<file path="config.mk">
export PLATFORM = sky130hd
export DESIGN_NAME = seconds_display
export DESIGN_NICKNAME = d
export VERILOG_FILES = /design/src/rtl/seconds_display_pkg.sv /design/src/rtl/seconds_display_bcd_to_seg7.sv /design/src/rtl/seconds_display.sv
export SDC_FILE = /design/constraint.sdc
export NUM_CORES = 1
export LEC_CHECK = 0
export CORE_UTILIZATION = 50
export DETAILED_ROUTE_END_ITERATION = 8
export PLACE_DENSITY = 0.72
export SYNTH_ARGS = -nofsm -noshare
export SYNTH_HDL_FRONTEND = slang
export SYNTH_HIERARCHICAL = 1
export SYNTH_SLANG_ARGS = --single-unit
</file>
<file path="constraint.sdc">
create_clock -name clk -period 2.6 [get_ports clk]
set_clock_uncertainty 0.2 [all_clocks]
set_input_delay 0.52 -clock clk [delete_from_list [all_inputs] [get_ports clk]]
set_output_delay 0.52 -clock clk [all_outputs]
set_load 0.05 [all_outputs]
</file>
<file path="src/rtl/seconds_display_pkg.sv">
// Shared constants for the seconds display: active-low segment patterns,
// converter state encoding and the double-dabble nibble adjust helper.
package seconds_display_pkg;

  localparam logic [6:0] SEG_0     = 7'h40;
  localparam logic [6:0] SEG_1     = 7'h79;
  localparam logic [6:0] SEG_2     = 7'h24;
  localparam logic [6:0] SEG_3     = 7'h30;
  localparam logic [6:0] SEG_4     = 7'h19;
  localparam logic [6:0] SEG_5     = 7'h12;
  localparam logic [6:0] SEG_6     = 7'h02;
  localparam logic [6:0] SEG_7     = 7'h78;
  localparam logic [6:0] SEG_8     = 7'h00;
  localparam logic [6:0] SEG_9     = 7'h10;
  localparam logic [6:0] SEG_BLANK = 7'h7F;

  typedef enum logic [1:0] {
    DISP_IDLE   = 2'd0,
    DISP_SHIFT  = 2'd1,
    DISP_UPDATE = 2'd2
  } disp_state_t;

  // A nibble of 5 or more would overflow past 9 once doubled, so pre-add 3.
  function automatic logic [3:0] add3(input logic [3:0] nibble);
    return (nibble >= 4'd5) ? nibble + 4'd3 : nibble;
  endfunction

endpackage

</file>
<file path="src/rtl/seconds_display_bcd_to_seg7.sv">
// One BCD digit to an active-low seven-segment pattern (bit 0 = a .. bit 6 = g).
// Codes above 9 and an asserted blank both give a dark digit.
module bcd_to_seg7
  import seconds_display_pkg::*;
(
  input  logic [3:0] digit,
  input  logic       blank,
  output logic [6:0] seg
);

  always_comb begin
    seg = SEG_BLANK;
    if (!blank) begin
      case (digit)
        4'd0:    seg = SEG_0;
        4'd1:    seg = SEG_1;
        4'd2:    seg = SEG_2;
        4'd3:    seg = SEG_3;
        4'd4:    seg = SEG_4;
        4'd5:    seg = SEG_5;
        4'd6:    seg = SEG_6;
        4'd7:    seg = SEG_7;
        4'd8:    seg = SEG_8;
        4'd9:    seg = SEG_9;
        default: seg = SEG_BLANK;
      endcase
    end
  end

endmodule

</file>
<file path="src/rtl/seconds_display.sv">
// Binary seconds count -> BCD via a sequential double-dabble engine, driving
// DIGITS active-low seven-segment displays with optional leading-zero blanking.
module seconds_display
  import seconds_display_pkg::*;
#(
  parameter int BIN_WIDTH = 8,
  parameter int DIGITS    = 4
) (
  input  logic                   clk,
  input  logic                   async_reset,
  input  logic [BIN_WIDTH-1:0]   bin_value,
  input  logic                   blank_leading_zeros,
  output logic [7*DIGITS-1:0]    hex_out,
  output logic                   busy
);

  localparam int BCD_W = 4 * DIGITS;
  localparam int CNT_W = $clog2(BIN_WIDTH + 1);

  // Handshake: none. bin_value is sampled only while idle; changes during a
  // conversion are picked up by the last_value compare on the next idle edge.
  disp_state_t          state;
  logic                 pending;
  logic [BIN_WIDTH-1:0] shift_reg;
  logic [BIN_WIDTH-1:0] last_value;
  logic [BCD_W-1:0]     bcd_work;
  logic [BCD_W-1:0]     bcd_adj;
  logic [BCD_W-1:0]     digit_q;
  logic [CNT_W-1:0]     bit_cnt;
  logic [DIGITS-1:0]    blank_vec;
  logic                 upper_zero;

  always_comb begin
    bcd_adj = bcd_work;
    for (int i = 0; i < DIGITS; i++) begin
      bcd_adj[4*i +: 4] = add3(bcd_work[4*i +: 4]);
    end
  end

  always_ff @(posedge clk or negedge async_reset) begin
    if (!async_reset) begin
      state      <= DISP_IDLE;
      pending    <= 1'b1;
      shift_reg  <= '0;
      last_value <= '0;
      bcd_work   <= '0;
      digit_q    <= '0;
      bit_cnt    <= '0;
    end else begin
      case (state)
        DISP_IDLE: begin
          if (pending || (bin_value != last_value)) begin
            shift_reg  <= bin_value;
            last_value <= bin_value;
            bcd_work   <= '0;
            pending    <= 1'b0;
            bit_cnt    <= CNT_W'(BIN_WIDTH);
            state      <= DISP_SHIFT;
          end
        end
        DISP_SHIFT: begin
          {bcd_work, shift_reg} <= {bcd_adj, shift_reg} << 1;
          bit_cnt <= bit_cnt - CNT_W'(1);
          if (bit_cnt == CNT_W'(1)) state <= DISP_UPDATE;
        end
        DISP_UPDATE: begin
          digit_q <= bcd_work;
          state   <= DISP_IDLE;
        end
        default: state <= DISP_IDLE;
      endcase
    end
  end

  assign busy = (state != DISP_IDLE);

  // Walk down from the most significant digit; a digit is leading only while
  // it and every digit above it are zero. Digit 0 always shows.
  always_comb begin
    blank_vec  = '0;
    upper_zero = 1'b1;
    for (int i = DIGITS - 1; i > 0; i--) begin
      upper_zero   = upper_zero && (digit_q[4*i +: 4] == 4'd0);
      blank_vec[i] = blank_leading_zeros && upper_zero;
    end
  end

  for (genvar g = 0; g < DIGITS; g++) begin : g_seg
    bcd_to_seg7 u_seg (
      .digit (digit_q[4*g +: 4]),
      .blank (blank_vec[g]),
      .seg   (hex_out[7*g +: 7])
    );
  end

endmodule

</file>
After elaboration in Yosys (flattened, before gate mapping)
Memory sizes are Yosys's and may differ from the RTL's. Index checks and enable logic that the tools add are counted.

Bits in registers: 55. ROM bits: 448. Memories: 4. Logic and storage cells: 57. Input port bits: 11.

Add/subtract/negate cells: 5. Reductions and logical operators: 15. $lt $le $gt $ge: 4. Eq/ne operators: 6. Muxes and demuxes: 16.

Memory list: (name not given) (words 16, bits a word 7, read ports 1, clocked after memory_dff 0, write ports 0, RTL line seconds_display_bcd_to_seg7.sv:14) `case (digit)`; (name not given) (words 16, bits a word 7, read ports 1, clocked after memory_dff 0, write ports 0, RTL line seconds_display_bcd_to_seg7.sv:14); (name not given) (words 16, bits a word 7, read ports 1, clocked after memory_dff 0, write ports 0, RTL line seconds_display_bcd_to_seg7.sv:14); (name not given) (words 16, bits a word 7, read ports 1, clocked after memory_dff 0, write ports 0, RTL line seconds_display_bcd_to_seg7.sv:14).

Operator list (number): $pmux W16 S2 (1); $mux W7 (3); $ge A4 B3 Y1 const B (4); $mux W16 (1); $mux W4 (4); $pmux W8 S2 (1); $add A4 B2 Y4 const B (3); $logic_not A4 Y1 (3); $mux W8 (1); $ne A8 B8 Y1 (1); $pmux W4 S2 (1); $reduce_and A2 Y1 (3); $logic_and A1 B1 Y1 (5); $eq A4 B1 Y1 const B (1); $mux W2 (2); $ne A2 B2 Y1 const B (2); $pmux W2 S2 (1); $reduce_bool A2 Y1 (2); $sub A4 B1 Y4 const B (1); $add A3 B2 Y3 const B (1); $mux W3 (1); $eq A2 B1 Y1 const B (1); $eq A2 B2 Y1 const B (1); $logic_not A2 Y1 (1); $logic_or A1 B1 Y1 (1).

Longest topological paths before layout
Depth in word-level cells: 5. Depth in mapped cells: 7. Gate-level depth less buffers: 7.

Hierarchy
Netlist, hierarchy kept.

By module, submodules not included: seconds_display (area each 2773.9 µm², times used 1, cells each 276, seq. area each 1377.6 µm²); bcd_to_seg7 (area each 235.2 µm², times used 4, cells each 33, seq. area each 0.0 µm²).

Worst setup path after synthesis
No wires, ideal clock.

Kind: register to output. From: reg digit_q[13]. To: out hex_out[12]. Data arrival time: 2223 ps. Cell stages (with the launch flop): 6. Required time: 1880 ps. Buffers on the path: 0. Setup slack: -343 ps. Cell sequence: dfrtp_1 > nor4_1 > and2_1 > and3_1 > nor2_1 > a21oi_1.

Word-level cells in the longest chain between the ends: 5.

RTL lines: start, declared (RTL line seconds_display.sv:28) `logic [BCD_W-1:0] digit_q;`; start signal, assigned (RTL line seconds_display.sv:67) `digit_q <= bcd_work;`; $logic_not A4 Y1 (RTL line seconds_display.sv:83) `upper_zero = upper_zero && (digit_q[4*i +: 4] == 4'd0);`; $logic_and A1 B1 Y1 (2 in a row) (RTL line seconds_display.sv:83); $logic_and A1 B1 Y1 (RTL line seconds_display.sv:84) `blank_vec[i] = blank_leading_zeros && upper_zero;`; via blank_vec[1] (RTL line seconds_display.sv:30) `logic [DIGITS-1:0] blank_vec;`; $mux W7 (RTL line seconds_display_bcd_to_seg7.sv:13) `if (!blank) begin`; end, declared (RTL line seconds_display.sv:13) `output logic [7*DIGITS-1:0] hex_out,`.

The timed path passes the listed nets, and every way through them passes these cells.

Worst setup path in the final report
From: reg digit_q[14]. To: out hex_out[12].

The elaborated chain is that of the path after synthesis.

==> reports/results.tsv <==
metric	value	unit
layout_setup_ws	-0.02883	ns
violations	negative setup slack	
track_usage	21.04	%
crit_type	reg -> out	
clk_pin_slew	0.10	ns
finalHoldViolCount	0	
insertion_delay	0.32	ns
drc	0	
crit-reg2reg-launch	last_value[7]$_DFFE_PN0P_	
vias_per_cell	5.173	
final_common_cell	nand2_1	
multiInputGateArea	2316	um2
wl_per_cell	12.73	um
fmax	380.4	MHz
finalSetupViolCount	4	
worst_ep_required_time	1.88	ns
die_h	88.20	um
fp.dieW	88.20	um
ys_warn_count	6	
antenna_found_initial	0	
yosysTopAreaCell	dfrtp_1	
ant_nets	0	
yosys-top-cells-area	dfrtp_1 (36%), ha_1 (10%), nand2_1 (6.0%)	
drv_cap	0	
overflow	0	
core-area	7214	um2
ys_ff_latch	55	
rr_worst_depth	5	
timing.final.crit_share	101.1	%
syn-cell-area	3715	um2
clock-root-buffer	clkbuf_8	
grt_pass1_vias	2840	
rsz0062_at_grt	yes	
regArea	1379	um2
ios	40	
worstPathMaxFanout	5	
slew_headroom	58.31	%
via_count	2938	
place_congestion	0.8291	
post_cts_buffers	0	
cts.sink_count	55	
cp-end-kind	output port	
tightest_slew	0.6253	ns
syn-instance-count	408	
nets	509	
die_area	7778	um2
rr_endpoint	shift_reg[1]$_DFFE_PN0P_	
regToRegSetupSlack	0.67	ns
drv_slew	0	
start_util	51.49	%
grt_max_degree	39	
syn_area_per_cell	9.105	um2
pre_cts_slack	-0.05376	ns
stdcell_area	4861	um2
fillers	598	
placed_area	4663	um2
status	complete, but fails checks	
drive_gt1_share	23.03	%
rows	31	
hp-class	in -> async	
cts_tree	done	
ys_seq_area_share	37.08	%
hold_ws	0.03530	ns
cts_buffers	5	
startpoint_type	register	
synthToLayoutAreaGrowth	30.85	%
hpwl	5.383	mm
htreeDepth	2	
synth_top_area_share	36.38	%
n_antenna_cell	0	
top_regs	bcd_work x16, digit_q x16	
routed_wl	7.231	mm
cp_data_arrival_time	1.91	ns
mostFrequentLayoutCells	nand2_1 (59), dfrtp_1 (53), ha_1 (30)	
port_buffers	39	
grt_pass1_wl	12.80	mm
drt_iter0_drc	121	
drt_first_pass_iters	4	
synth_cell_type_count	44	
clock_path_buffers	2	
period_needed	2.629	ns
utilization	67.38	%
## final cells by class
type	count	share of cell area, %
tap	99	2.548
clock inverter	2	0.3604
sequential	55	28.37
multi-input combinational	317	47.64
clock buffer	6	1.493
timing repair buffer	63	17.58
inverter	26	2.008
## worst max-delay path: stages, from the launching register on
cell	delay [ns]
dfrtp_1	0.42
nor4_4	0.30
and2_4	0.20
and3_4	0.21
buf_6	0.10
nor3_2	0.05
a21oi_2	0.15
buf_12	0.16
## what timing repair did
action	4_1_cts	5_1_grt
gates resized for setup	13	14
hold buffers	0	0
setup endpoints to repair	17	19
pin swaps	3	1
## cell usage after synthesis, drive strengths merged
library cell and n:
nand3 2, ha 30, mux2 10, mux2i 9, o21ai 32, dfrtp 54
dfstp 1, nor2b 5, nor2 21, a22oi 1, xnor2 5, a31oi 2
and3 3, xor2 12, conb 1, buf 7, o311ai 2, nor3 10
nand2 59, and2 2, o22ai 4, nor3b 7, clkbuf 9, nand2b 29
a22o 5, inv 26, nor4 5, a21oi 38, a221o 6, a211oi 6
o21bai 5
## cells by family (layout without fill, tap and decap cells)
family / count (synthesis) / in the layout / share of synthesized area [%]
and+or+nand+nor: 143 / 143 / 21.35
AOI/OAI and AO/OA: 101 / 101 / 16.74
DFF: 55 / 55 / 37.08
buffers and inverters: 42 / 97 / 5.153
adders and majority gates: 30 / 30 / 10.10
muxes: 19 / 19 / 5.457
xor gates and xnor gates: 17 / 17 / 4.008
other: 1 / 7 / 0.1009
## metal layers
| layer | global-route usage [%] | share of wire (%) | vias up |
|---|---|---|---|
| met3 | 2.922 | 2.5 | 11 |
| met2 | 36.36 | 51 | 41 |
| met4 | 8.211 | 1.9 | 0 |
| li1 | - | - | 1506 |
| met1 | 26.66 | 45 | 1380 |
| met5 | 0 | 0 | - |
## worst max path at each step
stage / startpoint / endpoint / depth (start not counted) / slack (ns)
floorplan: digit_q[13]$_DFFE_PN0N_ / hex_out[10] / 5 / -0.09
global placement: blank_leading_zeros / hex_out[13] / 7 / -0.03
detailed placement: blank_leading_zeros / hex_out[13] / 7 / -0.05
CTS: digit_q[12]$_DFFE_PN0N_ / hex_out[11] / 7 / -0.03
global route: digit_q[14]$_DFFE_PN0N_ / hex_out[7] / 7 / -0.12
finish: digit_q[14]$_DFFE_PN0N_ / hex_out[12] / 7 / -0.03
## metrics by stage
step                instances   TNS, ns
global placement          561  -0.09825
finish                    568   -0.1021
floorplan                 414   -0.4064
detailed placement        561   -0.1990
global route              568   -0.6639
CTS                       569   -0.1264
Power is not shown: default switching activity piles up to over one toggle a cycle in this logic, so the estimate is an artifact.
